$ cat config.mk
export PLATFORM = sky130hd
export DESIGN_NAME = altr_hps_latch_wr_ctrl
export DESIGN_NICKNAME = d
export VERILOG_FILES = /design/src/rtl/altr_hps_latch_wr_pkg.sv /design/src/rtl/altr_hps_latch_wr_dec.sv /design/src/rtl/altr_hps_latch_wr_ctrl.sv
export SDC_FILE = /design/constraint.sdc
export NUM_CORES = 1
export LEC_CHECK = 0
export CORE_MARGIN = 3
export CORE_UTILIZATION = 45
export CTS_CLUSTER_DIAMETER = 30
export DETAILED_ROUTE_END_ITERATION = 10
export PLACE_DENSITY_LB_ADDON = 0.05
export SETUP_SLACK_MARGIN = 0.05
export SLEW_MARGIN = 5
export SYNTH_ARGS = -nofsm -noshare
export SYNTH_HDL_FRONTEND = slang
export SYNTH_SLANG_ARGS = --single-unit
$ cat constraint.sdc
create_clock -name clk -period 2.7 [get_ports clk]
set_input_delay 0.54 -clock clk [delete_from_list [all_inputs] [get_ports clk]]
set_output_delay 0.54 -clock clk [all_outputs]
set_load 0.02 [all_outputs]
$ cat src/rtl/altr_hps_latch_wr_pkg.sv
// Package: altr_hps_latch_wr_pkg
// Shared definitions for the latch-array write controller.
//   wr_state_e : controller FSM states (IDLE -> SETUP -> OPEN -> HOLD -> IDLE)
//   SETUP_CYC  : cycles lat_d settles before an enable opens
//   HOLD_CYC   : cycles lat_d is held after the enable closes
//   CNT_W      : width of the phase down-counter (covers OPEN_CYC up to 15)
//   PAR_W      : extra lat_d bits; 1 when ALTR_HPS_LATCH_WR_PARITY_EN is defined
package altr_hps_latch_wr_pkg;

  typedef enum logic [1:0] {
    ST_IDLE  = 2'd0,
    ST_SETUP = 2'd1,
    ST_OPEN  = 2'd2,
    ST_HOLD  = 2'd3
  } wr_state_e;

  localparam int SETUP_CYC = 1;
  localparam int HOLD_CYC  = 1;
  localparam int CNT_W     = 4;

`ifdef ALTR_HPS_LATCH_WR_PARITY_EN
  localparam int PAR_W = 1;
`else
  localparam int PAR_W = 0;
`endif

endpackage

$ cat src/rtl/altr_hps_latch_wr_dec.sv
// Module: altr_hps_latch_wr_dec
// Registered active-low one-hot row decoder. A row enable is driven low only
// while the controller is (next cycle) in OPEN; all rows are closed otherwise.
// Ports:
//   clk       : clock
//   rst       : synchronous active-high reset, closes every row
//   state_nxt : controller next state; the decoder registers against it so the
//               enable changes on the same edge the FSM enters/leaves OPEN
//   addr      : latched target row
//   lat_e_n   : per-row active-low transparent enable
module altr_hps_latch_wr_dec
  import altr_hps_latch_wr_pkg::*;
#(
  parameter int DEPTH = 4,
  parameter int AW    = $clog2(DEPTH)
) (
  input  logic             clk,
  input  logic             rst,
  input  wr_state_e        state_nxt,
  input  logic [AW-1:0]    addr,
  output logic [DEPTH-1:0] lat_e_n
);

  logic open_nxt;
  assign open_nxt = (state_nxt == ST_OPEN);

  always_ff @(posedge clk) begin
    if (rst) begin
      lat_e_n <= '1;
    end else begin
      for (int i = 0; i < DEPTH; i++) begin
        lat_e_n[i] <= !(open_nxt && (32'(addr) == 32'(i)));
      end
    end
  end

endmodule

$ cat src/rtl/altr_hps_latch_wr_ctrl.sv
// Module: altr_hps_latch_wr_ctrl
// Write controller for an array of DEPTH transparent latch rows sharing one
// data bus. A write sets up lat_d, opens one row enable for OPEN_CYC cycles,
// then holds lat_d one more cycle before completing.
// Optional feature macro: ALTR_HPS_LATCH_WR_PARITY_EN adds an even-parity MSB
// to lat_d.
// Handshake: wr_ready is high only in IDLE (and never during rst); a request
// transfers on a rising edge where wr_valid && wr_ready. The request inputs
// are ignored at all other times, with no queuing.
// Ports:
//   clk, rst          : clock, synchronous active-high reset
//   wr_valid/wr_ready : request handshake
//   wr_addr, wr_data  : target row and data, captured at transfer
//   wr_done           : one-cycle pulse when a write completes
//   wr_err            : one-cycle pulse after an out-of-range transfer
//   lat_d             : data bus to all rows (plus parity MSB when enabled)
//   lat_e_n           : per-row active-low enables
//   lat_vld           : per-row written-since-reset flags
// The FSM state is available as the internal signal 'state'.
module altr_hps_latch_wr_ctrl
  import altr_hps_latch_wr_pkg::*;
#(
  parameter int DWIDTH   = 8,
  parameter int DEPTH    = 4,
  parameter int OPEN_CYC = 2
) (
  input  logic                      clk,
  input  logic                      rst,
  input  logic                      wr_valid,
  output logic                      wr_ready,
  input  logic [$clog2(DEPTH)-1:0]  wr_addr,
  input  logic [DWIDTH-1:0]         wr_data,
  output logic                      wr_done,
  output logic                      wr_err,
  output logic [DWIDTH+PAR_W-1:0]   lat_d,
  output logic [DEPTH-1:0]          lat_e_n,
  output logic [DEPTH-1:0]          lat_vld
);

  localparam int AW = $clog2(DEPTH);

  wr_state_e        state, state_nxt;
  logic [CNT_W-1:0] cnt, cnt_nxt;
  logic [AW-1:0]    addr_q;
  logic             in_range;
  logic             xfer_ok, xfer_err, done_nxt;

  assign wr_ready = (state == ST_IDLE) && !rst;
  assign in_range = (32'(wr_addr) < 32'(DEPTH));

  // Each phase loads the counter with its length minus one on entry and
  // advances when the counter reaches zero.
  always_comb begin
    state_nxt = state;
    cnt_nxt   = cnt;
    xfer_ok   = 1'b0;
    xfer_err  = 1'b0;
    done_nxt  = 1'b0;
    case (state)
      ST_IDLE: begin
        if (wr_valid && wr_ready) begin
          if (in_range) begin
            xfer_ok   = 1'b1;
            state_nxt = ST_SETUP;
            cnt_nxt   = CNT_W'(SETUP_CYC - 1);
          end else begin
            xfer_err = 1'b1;
          end
        end
      end
      ST_SETUP: begin
        if (cnt == '0) begin
          state_nxt = ST_OPEN;
          cnt_nxt   = CNT_W'(OPEN_CYC - 1);
        end else begin
          cnt_nxt = cnt - 1'b1;
        end
      end
      ST_OPEN: begin
        if (cnt == '0) begin
          state_nxt = ST_HOLD;
          cnt_nxt   = CNT_W'(HOLD_CYC - 1);
        end else begin
          cnt_nxt = cnt - 1'b1;
        end
      end
      ST_HOLD: begin
        if (cnt == '0) begin
          state_nxt = ST_IDLE;
          cnt_nxt   = '0;
          done_nxt  = 1'b1;
        end else begin
          cnt_nxt = cnt - 1'b1;
        end
      end
      default: begin
        state_nxt = ST_IDLE;
        cnt_nxt   = '0;
      end
    endcase
  end

  always_ff @(posedge clk) begin
    if (rst) begin
      state   <= ST_IDLE;
      cnt     <= '0;
      addr_q  <= '0;
      lat_d   <= '0;
      lat_vld <= '0;
      wr_done <= 1'b0;
      wr_err  <= 1'b0;
    end else begin
      state   <= state_nxt;
      cnt     <= cnt_nxt;
      wr_done <= done_nxt;
      wr_err  <= xfer_err;
      if (xfer_ok) begin
        addr_q <= wr_addr;
`ifdef ALTR_HPS_LATCH_WR_PARITY_EN
        lat_d  <= {^wr_data, wr_data};
`else
        lat_d  <= wr_data;
`endif
      end
      for (int i = 0; i < DEPTH; i++) begin
        lat_vld[i] <= lat_vld[i] | (done_nxt && (32'(addr_q) == 32'(i)));
      end
    end
  end

  altr_hps_latch_wr_dec #(
    .DEPTH (DEPTH),
    .AW    (AW)
  ) u_dec (
    .clk       (clk),
    .rst       (rst),
    .state_nxt (state_nxt),
    .addr      (addr_q),
    .lat_e_n   (lat_e_n)
  );

endmodule

==> Word level (Yosys, flattened, before mapping) <==
Index checks and enable logic that the tools add are counted.
{ "word_totals": {"register_bits": 25, "inputBits": 13, "out_inout_bits": 19, "elab_cells": 52} }
{ "classes": {"addsub": 1, "n_eq_ne": 8, "n_mux": 13, "bitwise_logic": 4, "n_reduce_logical": 19} }
{ "op_table": {"columns": ["operator", "n"], "rows": [
  ["two-way mux 4 bit", 3],
  ["case mux 4 bit (3 select lines)", 1],
  ["== test 2 bit, second input constant", 5],
  ["logical AND 1 bit", 10],
  ["two-way mux 2 bit", 4],
  ["case mux 2 bit (4 select lines)", 1],
  ["zero test 1 bit", 5],
  ["== test 2 x 1 -> 1 bit, second input constant", 2],
  ["zero test 2 bit", 2],
  ["zero test 4 bit", 1],
  ["two-way mux 1 bit", 4],
  ["bitwise OR 1 bit", 4],
  ["subtractor 4 x 1 -> 4 bit, second input constant", 1],
  ["!= test 2 x 1 -> 1 bit, second input constant", 1],
  ["OR reduction 2 bit", 1]
]} }

==> Longest topological paths before layout <==
Gate-level depths: netlist of run 1.
{ "depth": {"ltp_word": 8, "mapped_depth": 5, "depth_no_buf": 5} }

==> Modules after synthesis <==
Synthesis of run 1 repeated with hierarchy kept, for this count alone.
{ "unflattened": {"hier_cells": 116, "hier_area_um2": 1046.0} }
{ "modules_own_cells": {"columns": ["module", "n_inst", "cells_each", "area_each_um2", "seq_area_each_um2"], "rows": [
  ["altr_hps_latch_wr_ctrl", 1, 106, 919.6, 420.4],
  ["altr_hps_latch_wr_dec", 1, 10, 126.4, 80.1]
]} }

==> Worst setup path before layout of run 1 <==
No wires, ideal clock.
{ "synth_path": {"kind": "input-to-output", "from": "in rst", "to": "out wr_ready", "arrival_time_ns": 1.280, "required_time_ns": 2.160, "slack_ns": 0.880, "path_stages": 3, "n_path_buf": 2, "cell_sequence": "clkbuf_8 clkbuf_8 nor3_1"} }
{ "synth_via": {"elab_chain_cells": 2} }
{ "synth_lines": {"columns": ["element", "line_no", "rtl"], "rows": [
  ["from (decl)", "altr_hps_latch_wr_ctrl.sv:28", "input logic rst,"],
  ["zero test 1 bit", "altr_hps_latch_wr_ctrl.sv:48", "assign wr_ready = (state == ST_IDLE) && !rst;"],
  ["logical AND 1 bit", "altr_hps_latch_wr_ctrl.sv:48", null],
  ["to (decl)", "altr_hps_latch_wr_ctrl.sv:30", "output logic wr_ready,"]
]} }
Every way passes these cells.

==> Final worst setup path of run 1 <==
Ends and elaborated chain as after synthesis.

==> results.yml, run 1 <==
power:
  switching_share: 0.365
  power.internal_uw: 712
  ir_drop_v: 0.000425
  switchingPower_uw: 410
  clkPwrFrac: 0.154
  pwr-share-seq: 0.471
  leakagePower_nw: 0.490
  p_comb_frac: 0.375
  p_per_area_mw_per_mm2: 803
routing:
  wl_mm: 2.07
  post_drt_via_cell_ratio: 5.16
  drc_errors: 0
  ant_nets: 0
  wl_per_cell_um: 11.9
  via_count: 898
  first_iter_violations: 10
  first_pass_iters: 4
floorplanning:
  die_h_um: 55.0
  start_util: 0.479
  coreArea_mm2: 0.00225
  die_w_um: 55.0
  num_rows: 17
  ios: 32
  dieArea_mm2: 0.00302
timing:
  hold_violations: 0
  period_needed_ps: 2360
  fin_ws_ps: 337
  setup_viol: 0
  tns_ps: 0
  slew_violations: 0
  post-route-period-util: 0.875
  rsz0062_at_grt: "no"
  fmax_mhz: 423
  clock_skew_ps: 7.10
clocking:
  cts_sinks: 25
  htreeDepth: 1
  cts.path.max_buffers: 2
  hold_buffers: 0
  cts_tree: "built"
  clock_tree.root_cell: "clkbuf_4"
  clk_latency_ps: 320
  post_cts_resized: 0
  post_cts.repair.setup_buffers: 0
  cts_buffers: 3
  cts.reportedPaths.clkPinSlew_ps: 150
cells_and_area:
  areaGrowthSynthToFinish_pct: 29.4
  nNetsFinal: 162
  multi_input_area_um2: 490
  diodes: 0
  seqCellArea_um2: 500
  fin_util: 0.620
  fillers: 214
  drive_above_1_share: 0.0890
  final_cells: 174
placed_design:
  gp_congestion: 0.699
  dp_slack_ps: 346
  io_buffers: 30
  placed_cells: 170
  dp_hpwl_mm: 1.44
synth:
  synth_edf_count: 0
  yosysMostFrequentCell: "dfxtp_1"
  synthTopCellsByCount: "dfxtp_1 (25), nand2b_1 (14), nand2_1 (12)"
  yosysUniqueCellTypes: 35
  avgSynthCellArea_um2: 9.15
  ys_seq_elements: 25
  synth_cells: 118
  synth_fp_nets: 133
  yosys.area.top_type: "dfxtp_1"
  synth.area.top_cells: "dfxtp_1 (46%), nand2b_1 (8.1%), o21ai_0 (4.6%)"
  synthArstFlopShare: 0
  ys.flop_type: "dfxtp_1"
  yosysSeqAreaShare: 0.463
  synth_top_area_frac: 0.463
  yosysWarnings: 0
  netlist_area_mm2: 0.00108
worst_setup_path:
  cp.arrival_ps: 1820
  startpoint_type: "primary input"
  cp-end-kind: "output port"
  cp_max_fo: 2
  crit_required_ps: 2160
  path_class: "primary input to output port"
global_routing:
  antenna_found_initial: 0
  grt_overflow: 0
  grt_use_total: 0.154
  grt_pass1_vias: 776
  grt_max_degree: 28
  grt_pass1_wl_mm: 3.43
run_status:
  status: "finished clean"
hold_path:
  hp-class: "register to register"
run:
  drv_cap: 0
through the flow:
step / total power [mW] / cell area [µm²] / hold slack, ps
2_1_floorplan: 0.823 / 1080 / 426
3_3_place_gp: 0.946 / 1370 / 448
3_5_place_dp: 0.955 / 1370 / 454
4_1_cts: 1.13 / 1400 / 474
5_1_grt: 1.22 / 1400 / 487
6_report: 1.12 / 1400 / 470
power groups by stage:
stage	registers (mW)	logic (mW)	clock network, mW
after floorplan	0.535	0.288	0
after global placement	0.530	0.416	0
after detailed placement	0.535	0.420	0
after CTS	0.527	0.423	0.179
after global routing	0.545	0.471	0.201
final	0.528	0.420	0.173
final cells by class:
type,instances,share of cell area
Timing Repair Buffer,32,0.226
Inverter,7,0.0188
Sequential cell,25,0.358
Clock inverter,1,0.00537
Clock buffer,3,0.0161
Multi-Input combinational cell,78,0.351
Tap cell,28,0.0251
cells in the final DEF (no fill, tap or decap), types with 2 or more instances in the layout:
cell type        count
or3_1                2
dfxtp_1             25
o22ai_1              3
nor3b_1              2
clkdlybuf4s50_1     30
ha_1                 2
nor2_1               6
or4b_2               2
clkbuf_4             3
a21oi_1              3
o21ai_0             10
nand2_1             12
buf_4                2
nand2b_1            14
nor2b_1              2
nor3_1               3
inv_1                7
sequential cells by signal (all words and copies together), names as in the netlist:
signal	flops
lat_d	8
cnt	4
lat_vld	4
u_dec.lat_e_n	4
addr_q	2
state	2
wr_done	1
cell families after synthesis:
| family | Yosys count | share of synthesized area |
|---|---|---|
| buffers and inverters | 15 | 0.0881 |
| AO/OA/AOI/OAI | 23 | 0.132 |
| adder cells (fa/ha/maj) | 2 | 0.0232 |
| other | 1 | 0.00347 |
| XOR/XNOR | 1 | 0.00811 |
| flip-flops | 25 | 0.463 |
| AND/OR/NAND/NOR | 50 | 0.271 |
| multiplexers | 1 | 0.0104 |
metal layers:
metal | part of all wire | wire [µm] | vias to the layer above | global-route usage
met4 | 0.0082 | 17 | 0 | 0.0364
met1 | 0.50 | 1030 | 414 | 0.222
met5 | 0 | 0 | - | 0
li1 | - | - | 456 | -
met3 | 0.052 | 107 | 2 | 0.0349
met2 | 0.44 | 920 | 26 | 0.232
critical path, cell delays in order:
cell and delay, ps:
clkdlybuf4s50_1 420, nor3_1 210, clkdlybuf4s50_1 650
worst paths after layout:
kind	start	to	slack [ps]	cells past startpoint
setup / recovery	rst	wr_ready	340	3
hold reg to reg	lat_vld[2]	lat_vld[2]	470	2
setup reg to reg	cnt[0]	cnt[0]	990	5
hold / removal	lat_vld[2]	lat_vld[2]	470	2
Power figures use the tool's default switching activity.
==> run 2: changes to the inputs <==
Settings changed: ABC_AREA set to 0.
==> results of run 2 <==
Same layout as run 1: the final DEF is identical, and so are final timing and power.
==> run 3: changes to the inputs <==
Settings changed: CAP_MARGIN set to 10.
==> results of run 3 <==
Same layout as run 1: the final DEF is identical, and so are final timing and power.
==> patch 1, RTL diff (flow settings as in run 2) <==
Set the package constant `HOLD_CYC` to 0 (it was 1).
--- a/src/rtl/altr_hps_latch_wr_pkg.sv
+++ b/src/rtl/altr_hps_latch_wr_pkg.sv
@@ -16,5 +16,5 @@
 
   localparam int SETUP_CYC = 1;
-  localparam int HOLD_CYC  = 1;
+  localparam int HOLD_CYC  = 0;
   localparam int CNT_W     = 4;
 
Function: changed (a bounded check fails within 10 cycles, from zero or initial values and one cycle with rst high).
==> patch 1 against run 2 <==
  * First-iteration DRC count shrank 30%
  * Setup slack gained 0.041 ns
  * Critical path type unchanged
  * Design area shrank 0.63%
  * Global-route usage grew 0.10 points
  * Sequential cell count is the same
  * Total power grew 15%
  * Clock skew grew 0.0015 ns
  * Area after synthesis shrank 2.1%
  * Routed wire length grew 1.9%
==> patch 1: results <==
[global_routing]
grt_pass1_vias = 743
grtUsageTotal_pct = 15.5
grt_max_degree = 28
grt_pass1_wl_um = 3280

[worst_setup_path]
path_delay_family = buffers and inverters
max_stage_delay_ns = 0.64
ff2ff_path_depth = 3
ff2ff_setup_slack_ns = 1.12
cp_slowest_cell = clkdlybuf4s50_1
regToRegEndpoint = u_dec.lat_e_n[3]
crit_arrival_ns = 1.78
crit_path_start = rst
timing.rr.start = cnt[0]
crit_end = wr_ready
worstPathMaxFanout = 2

[clock_tree]
clkTransAtPathRegs_ns = 0.13
clock_latency_ns = 0.32
cts_resized = 0
numCtsBuffers = 3
cts_buffer_depth = 2

[synthesis]
syn_inst = 114
synth-main-ff-cell = dfxtp_1
synthTopCellsByArea = dfxtp_1 (47%), nand2b_1 (6.5%), o21ai_1 (4.3%)
synth_common_cells = dfxtp_1 (25), nand2b_1 (11), nand2_1 (9), nor2_1 (9), o21ai_1 (9)
synth.distinct_cells = 35
ys_async_sr_fraction_pct = 0
synth_seq_area_share_pct = 47.3
yosysWarnings = 0
synth_nets = 127

[finish]
drive_above_1_share_pct = 7.09
largest_register_ffs = 8
nets = 155
top_register = lat_d
fillers = 190
diodes = 0

[route]
drt-pass1-iter-count = 4
vias = 870
initialDrtViolationCount = 7
vias_per_cell = 5.18
drt_wl_total_um = 2110

[run_status]
status = completed

[timing]
skew_ns = 0.00860
tightest_slew_ns = 0.599

[placed_design]
gp_congestion = 0.831
dp_hpwl_um = 1510
place_area_um2 = 1360

[pwr]
power_leakage_nw = 0.496
swShare_pct = 39.4
peakVddDrop_uv = 627

[hold_path]
holdCritPathClass = flop to flop
[patch 1: changes by cell type after synthesis, moves of 3 or more]
cell      change
nand2_1       -3
nor2_1        +3
o21ai_1       +8
nand3b_1      +3
nand2b_1      -3
buf_2         +5
clkbuf_8      -3
inv_1         -4
a41oi_1       +3
o21ai_0       -9
mux2i_1       +3
[patch 1: cell families (layout without fill, tap and decap cells)]
logic type / count (synthesis) / count (layout) / share of synthesized area (%)
other: 1 / 1 / 0.355
and+or+nand+nor: 47 / 47 / 27.8
muxes: 3 / 3 / 2.84
DFF: 25 / 25 / 47.3
AOI/OAI and AO/OA: 26 / 26 / 16.3
buffers and inverters: 12 / 39 / 5.33
[patch 1: how the worst min path moves through the flow]
stage	start	to	slack, ns	cells past startpoint
2_1_floorplan	addr_q[0]	u_dec.lat_e_n[3]	0.44	1
3_5_place_dp	lat_vld[3]	lat_vld[3]	0.46	2
3_3_place_gp	lat_d[1]	lat_d[1]	0.45	2
4_1_cts	lat_vld[3]	lat_vld[3]	0.48	2
5_1_grt	lat_vld[3]	lat_vld[3]	0.50	2
6_report	lat_d[4]	lat_d[4]	0.48	2
[patch 1: layout make-up]
class / count / area (um^2) / share of cell area (%)
Tap cell: 27 / 33.8 / 2.43
Sequential cell: 25 / 500 / 36.0
Timing Repair Buffer: 32 / 315 / 22.7
Multi-Input combinational cell: 77 / 500 / 36.0
Clock buffer: 3 / 22.5 / 1.62
Clock inverter: 1 / 5.00 / 0.360
Inverter: 3 / 11.3 / 0.811
[patch 1: routing by layer]
layer,share of wire (%),track usage [%],routed length (um),vias to the layer above
met3,4.7,3.81,99,2
met2,48,25.9,1010,23
met4,0.62,6.22,13,0
met5,0,0,0,-
li1,-,-,-,448
met1,47,19.0,985,397
[patch 1: per-stage QoR]
| stage | hold slack [ns] | setup slack (ns) |
|---|---|---|
| 2_1_floorplan | 0.440 | 0.637 |
| 3_3_place_gp | 0.453 | 0.390 |
| 3_5_place_dp | 0.458 | 0.393 |
| 4_1_cts | 0.476 | 0.393 |
| 5_1_grt | 0.499 | 0.336 |
| 6_report | 0.475 | 0.378 |
[patch 1: worst reg2reg max path, delay by kind of cell, from the launching register on]
| family | cells | cell delay, ns |
|---|---|---|
| AND/OR/NAND/NOR | 2 | 0.66 |
| multiplexers | 1 | 0.40 |
| flip-flops | 1 | 0.42 |
[patch 1: power groups by stage]
stage | logic [mW] | registers (mW) | clock network (mW)
after floorplan | 0.397 | 0.571 | 0
after global placement | 0.526 | 0.595 | 0
after detailed placement | 0.534 | 0.599 | 0
after CTS | 0.536 | 0.592 | 0.169
after global routing | 0.583 | 0.615 | 0.185
final | 0.528 | 0.592 | 0.168
==> patch 2, RTL diff (config.mk and constraints of run 2) <==
Without the edit above. Reset style: asynchronous (`rst`), changed in 2 clocked blocks. Comments in the files are not updated.
--- a/src/rtl/altr_hps_latch_wr_dec.sv
+++ b/src/rtl/altr_hps_latch_wr_dec.sv
@@ -25,5 +25,5 @@
   assign open_nxt = (state_nxt == ST_OPEN);
 
-  always_ff @(posedge clk) begin
+  always_ff @(posedge clk or posedge rst) begin
     if (rst) begin
       lat_e_n <= '1;
--- a/src/rtl/altr_hps_latch_wr_ctrl.sv
+++ b/src/rtl/altr_hps_latch_wr_ctrl.sv
@@ -101,5 +101,5 @@
   end
 
-  always_ff @(posedge clk) begin
+  always_ff @(posedge clk or posedge rst) begin
     if (rst) begin
       state   <= ST_IDLE;
Check against the original RTL: differs if rst is asserted again (counterexample within 4 cycles, from zero or initial values and one cycle with rst high); with rst held inactive, the same outputs for 10 cycles.
==> patch 2 against run 2 <==
  * First-iteration DRC count rose by 70%
  * Area after synthesis rose by 8.3%
  * Via count down 14%
  * Setup slack lost 0.022 ns
  * Routed wire length is 1.9% lower
  * Sequential cell count unchanged
  * Synthesized cell count fell by 25%
  * Core utilization increased by 2.0 points
  * Critical path type unchanged
  * Final cell count fell by 16%
  * Design area grew 7.1%
  * Largest cell class unchanged
  * Highest routed layer unchanged
Power is not compared: it rests on default switching activity, and its combinational part moved more than twofold at a synthesized area within 25%.
==> patch 2: results <==
[synthesis]
synth_seq_area_share_pct = 53.9
synth_common_cells = dfrtp_1 (21), mux2_4 (9), inv_1 (7)
synth_compound_area_share_pct = 8.45
synth.area.mux_share_pct = 14.2
ys_async_sr_fraction_pct = 100
synth_nets = 103
synth_adder_area_share_pct = 2.14
yosysWarnings = 0
synth.distinct_cells = 34
synth_xor_area_share_pct = 0.749
synth_area_per_cell_um2 = 13.3
synthTopCellsByArea = dfrtp_1 (45%), mux2_4 (12%), dfstp_2 (9.0%)

[route]
drt_wl_total_um = 2030
drt-pass1-iter-count = 4
vias = 769
initialDrtViolationCount = 17

[placed_design]
gp_congestion = 0.678
dp_hpwl_um = 1520
pre_cts_slack_ns = 0.311
place_area_um2 = 1470
post-place-cells = 143
port_buffers = 30

[clock_tree]
root_buffer = clkbuf_4
postCtsSetupRepairBufs = 0
cts_buffer_depth = 2
cts_resized = 0
clkTransAtPathRegs_ns = 0.12
ctsHtreeMaxLevel = 1
numCtsBuffers = 3

[global_routing]
grtUsageTotal_pct = 14.0
grt_max_degree = 23
grt_pass1_wl_um = 3550
antenna_found_initial = 0
grt_pass1_vias = 803

[finish]
diodes = 0
top_register = lat_d
largest_register_ffs = 8
fillers = 197
final_cells = 147
drive_above_1_share_pct = 20.2

[timing]
min_period_over_period_pct = 88.3
skew_ns = 0.00559
whs_ns = 0.474
max_slew_margin_pct = 45.9

[worst_setup_path]
max_stage_delay_ns = 0.63
worstPathMaxFanout = 4
ff2ff_setup_slack_ns = 0.94
cp_slowest_cell = clkdlybuf4s50_1
ff2ff_path_depth = 5

[hold_path]
holdCritPathClass = flop to flop
min_path_cells = 1

[run_status]
status = completed

[pwr]
power_leakage_nw = 0.669
peakVddDrop_uv = 720
[patch 2: cell count changes in the layout (fill, tap and decap cells not counted), moves of 4 or more]
| cell | change |
|---|---|
| dfrtp_1 | +21 |
| dfstp_2 | +4 |
| mux2_4 | +9 |
| o21ai_0 | -8 |
| nand2_1 | -7 |
| nand2b_1 | -11 |
| nor2_1 | -4 |
| dfxtp_1 | -25 |
[patch 2: worst max-delay path, delay by kind of cell]
| family | cells | cell delay, ns |
|---|---|---|
| buffers and inverters | 2 | 1.13 |
| AND/OR/NAND/NOR | 1 | 0.17 |
[patch 2: path summary, 6_finish.rpt]
path                               endpoint  startpoint
hold / removal                   lat_vld[1]  lat_vld[1]
hold reg to reg                  lat_vld[1]  lat_vld[1]
min in group asynchronous            cnt[1]         rst
max in group asynchronous        lat_vld[3]         rst
setup / recovery                   wr_ready         rst
setup reg to reg           u_dec.lat_e_n[3]      cnt[0]
[patch 2: area by class of cell]
type / instances / area (um^2) / share of cell area, %
inverter: 7 / 26.3 / 1.76
clock buffer: 4 / 26.3 / 1.76
tap: 28 / 35.0 / 2.34
multi-input combinational: 51 / 463 / 30.9
sequential: 25 / 631 / 42.1
timing repair buffer: 32 / 315 / 21.1
[patch 2: layer usage]
metal	vias up	share of wire, %	track usage, %
li1	360	-	-
met1	382	42	16.5
met2	24	51	24.1
met3	3	5.4	3.39
met4	0	1.7	5.96
met5	-	0	0
[patch 2: logic make-up (layout without fill, tap and decap cells)]
kind of cell,Yosys count,after routing
AOI/OAI and AO/OA,11,11
and+or+nand+nor,24,24
DFF,25,25
other,1,1
muxes,12,12
xor gates and xnor gates,1,1
adders and majority gates,2,2
buffers and inverters,12,43
[patch 2: where the power goes]
| part | internal (mW) | switching [mW] |
|---|---|---|
| logic | 0.509 | 0.401 |
| registers | 0.557 | 0.157 |
| clock network | 0.0579 | 0.106 |
| total | 1.12 | 0.665 |
